File: src/rtl/menu_key_ctrl_if.sv
// Keyboard-strobe / menu-key bundle for menu_key_ctrl.
//   keyCode/make/brakee : scan code and press/release strobes from the decoder
//   *_key_pressed       : level, key held
//   *_pulse             : one-cycle press / auto-repeat event
//   any_key             : OR of the three held levels
// master drives the strobes (decoder side), slave is menu_key_ctrl.
interface menu_key_ctrl_if;
  logic [8:0] keyCode;
  logic       make;
  logic       brakee;
  logic       enter_key_pressed;
  logic       up_key_pressed;
  logic       down_key_pressed;
  logic       enter_pulse;
  logic       up_pulse;
  logic       down_pulse;
  logic       any_key;

  modport master (
    output keyCode, make, brakee,
    input  enter_key_pressed, up_key_pressed, down_key_pressed,
    input  enter_pulse, up_pulse, down_pulse, any_key
  );

  modport slave (
    input  keyCode, make, brakee,
    output enter_key_pressed, up_key_pressed, down_key_pressed,
    output enter_pulse, up_pulse, down_pulse, any_key
  );
endinterface

File: src/rtl/menu_key_ctrl.sv
// Menu key controller: turns keyboard make/break strobes for Enter, Up and
// Down into held levels and one-cycle press pulses, with optional typematic
// auto-repeat on Up/Down.
//   clk    : system clock
//   resetN : asynchronous active-low reset
//   kb     : menu_key_ctrl_if.slave (strobes in, levels/pulses out)
// Build option: define KEY_AUTOREPEAT_EN to enable the REPEAT state and the
// hold counters; without it every key pulses once per press.
module menu_key_ctrl #(
  parameter logic [8:0]  ENTER_CODE   = 9'h05A,
  parameter logic [8:0]  UP_CODE      = 9'h175,
  parameter logic [8:0]  DOWN_CODE    = 9'h172,
  parameter int unsigned REPEAT_DELAY = 25_000_000,
  parameter int unsigned REPEAT_RATE  = 5_000_000
) (
  input  logic           clk,
  input  logic           resetN,
  menu_key_ctrl_if.slave kb
);

  localparam int unsigned NKEYS = 3;

`ifdef KEY_AUTOREPEAT_EN
  localparam int unsigned            CNT_W      = 26;
  localparam logic [CNT_W-1:0]       DELAY_LAST = CNT_W'(REPEAT_DELAY - 1);
  localparam logic [CNT_W-1:0]       RATE_LAST  = CNT_W'(REPEAT_RATE - 1);

  typedef enum logic [1:0] {IDLE, PRESSED, HOLD_DELAY, REPEAT} state_t;
`else
  typedef enum logic [1:0] {IDLE, PRESSED, HOLD_DELAY} state_t;

  // delay/rate have no function without auto-repeat
  logic [31:0] w_unused_cfg;
  assign w_unused_cfg = 32'(REPEAT_DELAY ^ REPEAT_RATE);
`endif

  logic [NKEYS-1:0] w_pressed_nxt;
  logic [NKEYS-1:0] w_pressed_q;
  logic [NKEYS-1:0] w_pulse_q;
  logic             r_any;

  for (genvar k = 0; k < NKEYS; k++) begin : g_key
    localparam logic [8:0] KEY_CODE = (k == 0) ? ENTER_CODE :
                                      (k == 1) ? UP_CODE : DOWN_CODE;

    state_t r_state, w_state_nxt;
    logic   r_pulse, w_pulse_nxt;
    logic   r_pressed;
    logic   w_hit_make, w_hit_brk;

    assign w_hit_make = kb.make   && (kb.keyCode == KEY_CODE);
    assign w_hit_brk  = kb.brakee && (kb.keyCode == KEY_CODE);

`ifdef KEY_AUTOREPEAT_EN
    // Enter never repeats
    localparam bit CAN_REPEAT = (k != 0);

    logic [CNT_W-1:0] r_cnt, w_cnt_nxt, w_cnt_inc;
    // saturating increment
    assign w_cnt_inc = (&r_cnt) ? r_cnt : r_cnt + CNT_W'(1);
`endif

    // next-state / next-output; release beats press, repeated makes ignored
    always_comb begin
      w_state_nxt = r_state;
      w_pulse_nxt = 1'b0;
`ifdef KEY_AUTOREPEAT_EN
      w_cnt_nxt   = r_cnt;
`endif
      case (r_state)
        IDLE: begin
          if (w_hit_make && !w_hit_brk) begin
            w_state_nxt = PRESSED;
            w_pulse_nxt = 1'b1;
          end
        end
        PRESSED: begin
          if (w_hit_brk) begin
            w_state_nxt = IDLE;
          end else begin
            w_state_nxt = HOLD_DELAY;
`ifdef KEY_AUTOREPEAT_EN
            w_cnt_nxt   = '0;
`endif
          end
        end
        HOLD_DELAY: begin
          if (w_hit_brk) begin
            w_state_nxt = IDLE;
          end
`ifdef KEY_AUTOREPEAT_EN
          else if (CAN_REPEAT && (r_cnt >= DELAY_LAST)) begin
            w_state_nxt = REPEAT;
            w_pulse_nxt = 1'b1;
            w_cnt_nxt   = '0;
          end else begin
            w_cnt_nxt   = w_cnt_inc;
          end
`endif
        end
`ifdef KEY_AUTOREPEAT_EN
        REPEAT: begin
          if (w_hit_brk) begin
            w_state_nxt = IDLE;
          end else if (r_cnt >= RATE_LAST) begin
            w_pulse_nxt = 1'b1;
            w_cnt_nxt   = '0;
          end else begin
            w_cnt_nxt   = w_cnt_inc;
          end
        end
`endif
        default: w_state_nxt = IDLE;
      endcase
    end

    assign w_pressed_nxt[k] = (w_state_nxt != IDLE);

    // state and registered outputs
    always_ff @(posedge clk or negedge resetN) begin
      if (!resetN) begin
        r_state   <= IDLE;
        r_pulse   <= 1'b0;
        r_pressed <= 1'b0;
`ifdef KEY_AUTOREPEAT_EN
        r_cnt     <= '0;
`endif
      end else begin
        r_state   <= w_state_nxt;
        r_pulse   <= w_pulse_nxt;
        r_pressed <= w_pressed_nxt[k];
`ifdef KEY_AUTOREPEAT_EN
        r_cnt     <= w_cnt_nxt;
`endif
      end
    end

    assign w_pressed_q[k] = r_pressed;
    assign w_pulse_q[k]   = r_pulse;
  end

  // any_key registered from the next-state levels so it tracks them exactly
  always_ff @(posedge clk or negedge resetN) begin
    if (!resetN) r_any <= 1'b0;
    else         r_any <= |w_pressed_nxt;
  end

  assign kb.enter_key_pressed = w_pressed_q[0];
  assign kb.up_key_pressed    = w_pressed_q[1];
  assign kb.down_key_pressed  = w_pressed_q[2];
  assign kb.enter_pulse       = w_pulse_q[0];
  assign kb.up_pulse          = w_pulse_q[1];
  assign kb.down_pulse        = w_pulse_q[2];
  assign kb.any_key           = r_any;

endmodule

File: src/flat_wrapper.sv
// flat-port wrapper written by rule: the top's interface ports become plain ports
module menu_key_ctrl_flat 
#(
  parameter logic [8:0]  ENTER_CODE   = 9'h05A,
  parameter logic [8:0]  UP_CODE      = 9'h175,
  parameter logic [8:0]  DOWN_CODE    = 9'h172,
  parameter int unsigned REPEAT_DELAY = 25_000_000,
  parameter int unsigned REPEAT_RATE  = 5_000_000
)
  (clk, resetN, kb_keyCode, kb_make, kb_brakee, kb_enter_key_pressed, kb_up_key_pressed, kb_down_key_pressed, kb_enter_pulse, kb_up_pulse, kb_down_pulse, kb_any_key);
  menu_key_ctrl_if kb_i ();
  input  logic clk;
  input  logic resetN;
  input wire logic [$bits(kb_i.keyCode)-1:0] kb_keyCode;
  input wire logic [$bits(kb_i.make)-1:0] kb_make;
  input wire logic [$bits(kb_i.brakee)-1:0] kb_brakee;
  output wire logic [$bits(kb_i.enter_key_pressed)-1:0] kb_enter_key_pressed;
  output wire logic [$bits(kb_i.up_key_pressed)-1:0] kb_up_key_pressed;
  output wire logic [$bits(kb_i.down_key_pressed)-1:0] kb_down_key_pressed;
  output wire logic [$bits(kb_i.enter_pulse)-1:0] kb_enter_pulse;
  output wire logic [$bits(kb_i.up_pulse)-1:0] kb_up_pulse;
  output wire logic [$bits(kb_i.down_pulse)-1:0] kb_down_pulse;
  output wire logic [$bits(kb_i.any_key)-1:0] kb_any_key;
  assign kb_i.keyCode = kb_keyCode;
  assign kb_i.make = kb_make;
  assign kb_i.brakee = kb_brakee;
  assign kb_enter_key_pressed = kb_i.enter_key_pressed;
  assign kb_up_key_pressed = kb_i.up_key_pressed;
  assign kb_down_key_pressed = kb_i.down_key_pressed;
  assign kb_enter_pulse = kb_i.enter_pulse;
  assign kb_up_pulse = kb_i.up_pulse;
  assign kb_down_pulse = kb_i.down_pulse;
  assign kb_any_key = kb_i.any_key;
  menu_key_ctrl #(.ENTER_CODE(ENTER_CODE), .UP_CODE(UP_CODE), .DOWN_CODE(DOWN_CODE), .REPEAT_DELAY(REPEAT_DELAY), .REPEAT_RATE(REPEAT_RATE)) u_core (.clk(clk), .resetN(resetN), .kb(kb_i));
endmodule
File: config.mk
export PLATFORM = sky130hd
export DESIGN_NAME = menu_key_ctrl_flat
export DESIGN_NICKNAME = d
export VERILOG_FILES = /design/src/rtl/menu_key_ctrl_if.sv /design/src/rtl/menu_key_ctrl.sv /design/src/flat_wrapper.sv
export SDC_FILE = /design/constraint.sdc
export NUM_CORES = 1
export LEC_CHECK = 0
export ABC_AREA = 1
export BUFFER_PORTS_ARGS = -buffer_cell sky130_fd_sc_hd__buf_2
export CAP_MARGIN = 20
export CORE_AREA = 2 2 39 41
export DETAILED_ROUTE_END_ITERATION = 10
export DIE_AREA = 0 0 41 43
export PLACE_DENSITY = 0.7
export SKIP_LAST_GASP = 1
export SYNTH_ARGS = -nofsm -noshare
export SYNTH_HDL_FRONTEND = slang
export SYNTH_SLANG_ARGS = --single-unit
export TNS_END_PERCENT = 100
File: constraint.sdc
create_clock -name clk -period 1.3 [get_ports clk]
set_input_delay 0.26 -clock clk [delete_from_list [all_inputs] [get_ports clk]]
set_output_delay 0.26 -clock clk [all_outputs]
set_load 0.01 [all_outputs]
# [Yosys cells after proc, flatten, opt, wreduce, memory -nomap -nowiden]
# Index checks and enable logic that the tools add are counted.
[totals] out_inout_bits=7 inputBits=13 regBits=13
[op_classes] eq_ne=9 reduce_logical=19 muxes=18
[ops] op="$eq A9 B9 Y1 const B" n=2
[ops] op="$mux W2" n=9
[ops] op="$pmux W2 S3" n=3
[ops] op="$eq A9 B7 Y1 const B" n=1
[ops] op="$logic_and A1 B1 Y1" n=9
[ops] op="$eq A2 B1 Y1 const B" n=3
[ops] op="$eq A2 B2 Y1 const B" n=3
[ops] op="$logic_not A2 Y1" n=3
[ops] op="$mux W1" n=6
[ops] op="$reduce_bool A2 Y1" n=3
[ops] op="$logic_not A1 Y1" n=3
[ops] op="$reduce_or A3 Y1" n=1

# [Logic depth before layout (Yosys ltp)]
[depth] word_depth=8 mapped_depth=8 ltp_nobuf=8

# [Worst setup path before layout]
# OpenSTA, ideal clock, no wires.
[synth_timing] kind="input port to flip-flop" start="input port kb_keyCode[7]" end="register u_core.r_any (netlist: u_core.kb.any_key)" path_slack_ns=0.358 path_buffers=0 path_stages=8 arrival_time_ns=0.825 required_time_ns=1.183 cell_sequence="inv_1 nand2_4 nor2_4 nand3_1 nand2_2 nand2_2 nor2_2 nand2_1"
[synth_via] elab_chain_cells=8
[synth_lines] element="start, declared" line_no="flat_wrapper.sv:14" text="input wire logic [$bits(kb_i.keyCode)-1:0] kb_keyCode;"
[synth_lines] element="$eq A9 B9 Y1 (*)" line_no="menu_key_ctrl.sv:51, menu_key_ctrl.sv:52"
[synth_lines] element="$logic_and A1 B1 Y1" line_no="menu_key_ctrl.sv:52" text="assign w_hit_brk = kb.brakee && (kb.keyCode == KEY_CODE);"
[synth_lines] element="$logic_not A1 Y1" line_no="menu_key_ctrl.sv:72" text="if (w_hit_make && !w_hit_brk) begin"
[synth_lines] element="$logic_and A1 B1 Y1" line_no="menu_key_ctrl.sv:72"
[synth_lines] element="$mux W2" line_no="menu_key_ctrl.sv:72"
[synth_lines] element="$pmux W2 S3 (*)" line_no="menu_key_ctrl.sv:70" text="case (r_state)"
[synth_lines] element="$reduce_bool A2 Y1 (*)" line_no="menu_key_ctrl.sv:117" text="assign w_pressed_nxt[k] = (w_state_nxt != IDLE);"
[synth_lines] element="net u_core.w_pressed_nxt[1]" line_no="menu_key_ctrl.sv:37" text="logic [NKEYS-1:0] w_pressed_nxt;"
[synth_lines] element="$reduce_or A3 Y1 (*)" line_no="menu_key_ctrl.sv:145" text="else r_any <= |w_pressed_nxt;"
[synth_lines] element="end signal, assigned" line_no="menu_key_ctrl.sv:145"
[synth_lines] element="end, declared" line_no="menu_key_ctrl.sv:40" text="logic r_any;"
# Mark *: on every way through the listed nets, which the timed path passes. The rest lies on a longest branch.

# [Final worst setup path]
[layout_timing] start="register u_core.g_key[1].r_pulse (netlist: u_core.kb.up_pulse)" end="output port kb_up_pulse"
[layout_lines] element="start, declared" line_no="menu_key_ctrl.sv:47" text="logic r_pulse, w_pulse_nxt;"
[layout_lines] element="start signal, assigned" line_no="menu_key_ctrl.sv:130" text="r_pulse <= w_pulse_nxt;"
[layout_lines] element="end, declared" line_no="flat_wrapper.sv:21" text="output wire logic [$bits(kb_i.up_pulse)-1:0] kb_up_pulse;"
# No word-level cell between the ends.

==> flow_summary.ini <==
[floorplan]
die_h_um = 43
die_area_um2 = 1760
initial_core_util_pct = 43.0
row_count = 14
coreArea_um2 = 1380
die_w_um = 41
io_pins = 20

[timing]
tightest_slew_ps = 286
slew_headroom_pct = 81.0
max_freq_mhz = 937
final_max_slew_viol_count = 0
worst_slack_ps = 232
setup_viol = 0
period_needed_ps = 1070
skew_ps = 4.70
fin_crit_sh_pct = 82.1
grt_setup_unrepaired = false
setup_tns_ps = 0
hold_violations = 0

[logic_synthesis]
ys_seq_area_share_pct = 54.6
ys_ff_latch = 13
synthDistinctLibCells = 13
yosysTopAreaCell = dfrtp_1
yosys-top-cells-area = dfrtp_1 (55%), inv_1 (11%), nand2_2 (5.3%)
yosys_warnings = 0
postSynthAreaPerCell_um2 = 9.16
yosys-top-cells-count = inv_1 (17), dfrtp_1 (13), nand2_1 (6)
synth_most_common_cell = inv_1
synth_edf_count = 0
ys.flop_type = dfrtp_1
syn-num-nets = 78
synthCells = 65
syn-cell-area_um2 = 596
synth_top_area_share_pct = 54.6
async_flop_share_pct = 100

[global_routing]
grt_pass1_vias = 507
grt_max_degree = 14
grt.total_usage_pct = 17.2
grt_overflow = 0
grt_first_pass_wirelength_um = 2000
antenna_found_initial = 0

[place]
dp.final_hpwl_um = 866
placed_cells = 100
io_buffers = 19
dpl_cell_area_um2 = 711
preCtsSetupSlack_ps = 179
place.gp.congestion = 0.770

[pwr]
p_total_uw = 742
p_leak_uw = 0.000514
peakVddDrop_v = 0.000487
p_per_area_nw_per_um2 = 994

[clock_tree]
post_cts_resized = 0
cts_tree = yes
h-tree-depth = 1
numCtsBuffers = 3
clk_path_buf_depth = 2
clk_pin_slew_ps = 80
worstSkewPairLatency_ps = 280
cts_root_buf = clkbuf_4
clock_sink_count = 13
post-cts-setup-buffer-count = 0

[critical_path]
critical_path.endpoint_type = output port
crit_type = reg -> out
reg2reg_depth = 5
cp_top_family = flip-flops
crit_required_ps = 1040
slowest_stage = dfrtp_1
path_depth = 1
cp.arrival_ps = 810
path_cells = buf_2
path_max_fanout = 1
crit_buf_inv = 1
startpoint_type = register
slowest_delay_ps = 390

[finish]
n_fill_cell = 138
regArea_um2 = 325
synthToLayoutAreaGrowth_pct = 25.4
final_cell_area_um2 = 747
multi_input_area_um2 = 203
insertedDiodeCount = 0
final-instance-count-excl-fill = 105
nets = 103
layout-drive-gt1-share_pct = 40.4

[drt]
first_iter_violations = 5
dr_total_vias = 473
avgViaCountPerCell = 4.50
drt-total-wl_um = 1100
wl_per_cell_um = 10.4
drc = 0
ant_nets = 0
first_pass_iters = 4

[worst_hold_path]
hold_class = in -> reg
hold_depth = 4

[job]
cap_violations = 0

[run_status]
status = completed
[flip-flops by register name, indices dropped and copies added, names as in the netlist]
| register | flops |
|---|---|
| u_core.kb.up_key_pressed | 1 |
| u_core.g_key.r_state | 6 |
| u_core.kb.up_pulse | 1 |
| u_core.kb.down_key_pressed | 1 |
| u_core.kb.enter_key_pressed | 1 |
| u_core.kb.any_key | 1 |
| u_core.kb.down_pulse | 1 |
| u_core.kb.enter_pulse | 1 |
[cell usage in the layout (no fill, tap or decap)]
master	count
buf_2	19
inv_1	17
dfrtp_1	13
nand2_1	6
nand3_1	5
nor2_2	5
nand2_2	5
nor2_1	4
nand4_1	3
xor2_1	3
clkbuf_4	3
nand2_4	1
inv_2	1
nand3_2	1
nor2_4	1
clkbuf_1	1
dlygate4sd3_1	1
[cells by family (layout without fill, tap and decap cells)]
| group | after synthesis | in the layout | share of synthesized area, % |
|---|---|---|---|
| flops | 13 | 13 | 54.6 |
| xor+xnor | 3 | 3 | 4.41 |
| simple gates | 31 | 31 | 29.6 |
| buf+inv | 18 | 42 | 11.3 |
[final cells by class]
class / count / area share [%]
Sequential cell: 13 / 43.6
Timing Repair Buffer: 20 / 14.1
Multi-Input combinational cell: 34 / 27.1
Tap cell: 16 / 2.68
Clock buffer: 4 / 3.52
Inverter: 18 / 9.05
[layer usage]
metal	wire length (um)	track usage, %	up-vias	share of wire, %
li1	-	-	237	-
met1	415	18.2	220	38
met2	591	28.1	11	54
met3	35	3.14	5	3.2
met4	53	12.7	0	4.8
met5	0	0	-	0
[what timing repair did]
| item | CTS | global route |
|---|---|---|
| hold endpoints to repair | 13 | 0 |
| endpoints found under the setup margin | 0 | 0 |
| hold buffers | 1 | 0 |
[metrics by stage]
stage	hold WS, ps	utilization (%)
floorplan	-35.6	-
global placement	148	51.4
detailed placement	159	51.4
CTS	337	54.0
global route	361	54.0
finish	344	54.0
[worst paths after layout]
kind | from | endpoint | slack [ps]
hold / removal | kb_brakee | u_core.g_key[0].r_state[1]$_DFF_PN0_ | 340
min in group asynchronous | resetN | u_core.kb.enter_key_pressed$_DFF_PN0_ | 380
hold reg to reg | u_core.g_key[2].r_state[1]$_DFF_PN0_ | u_core.g_key[2].r_state[1]$_DFF_PN0_ | 590
max in group asynchronous | resetN | u_core.g_key[1].r_state[0]$_DFF_PN0_ | 700
setup reg to reg | u_core.g_key[1].r_state[0]$_DFF_PN0_ | u_core.kb.any_key$_DFF_PN0_ | 320
setup / recovery | u_core.kb.up_pulse$_DFF_PN0_ | kb_up_pulse | 230
[power breakdown]
| part | internal, uW | total (uW) | switching [uW] |
|---|---|---|---|
| Sequential | 411 | 414 | 2.72 |
| Clock | 119 | 252 | 133 |
| Combinational | 31.1 | 76.4 | 45.2 |
| Total | 562 | 742 | 181 |
Note: power is estimated with default switching activity, not from simulation.
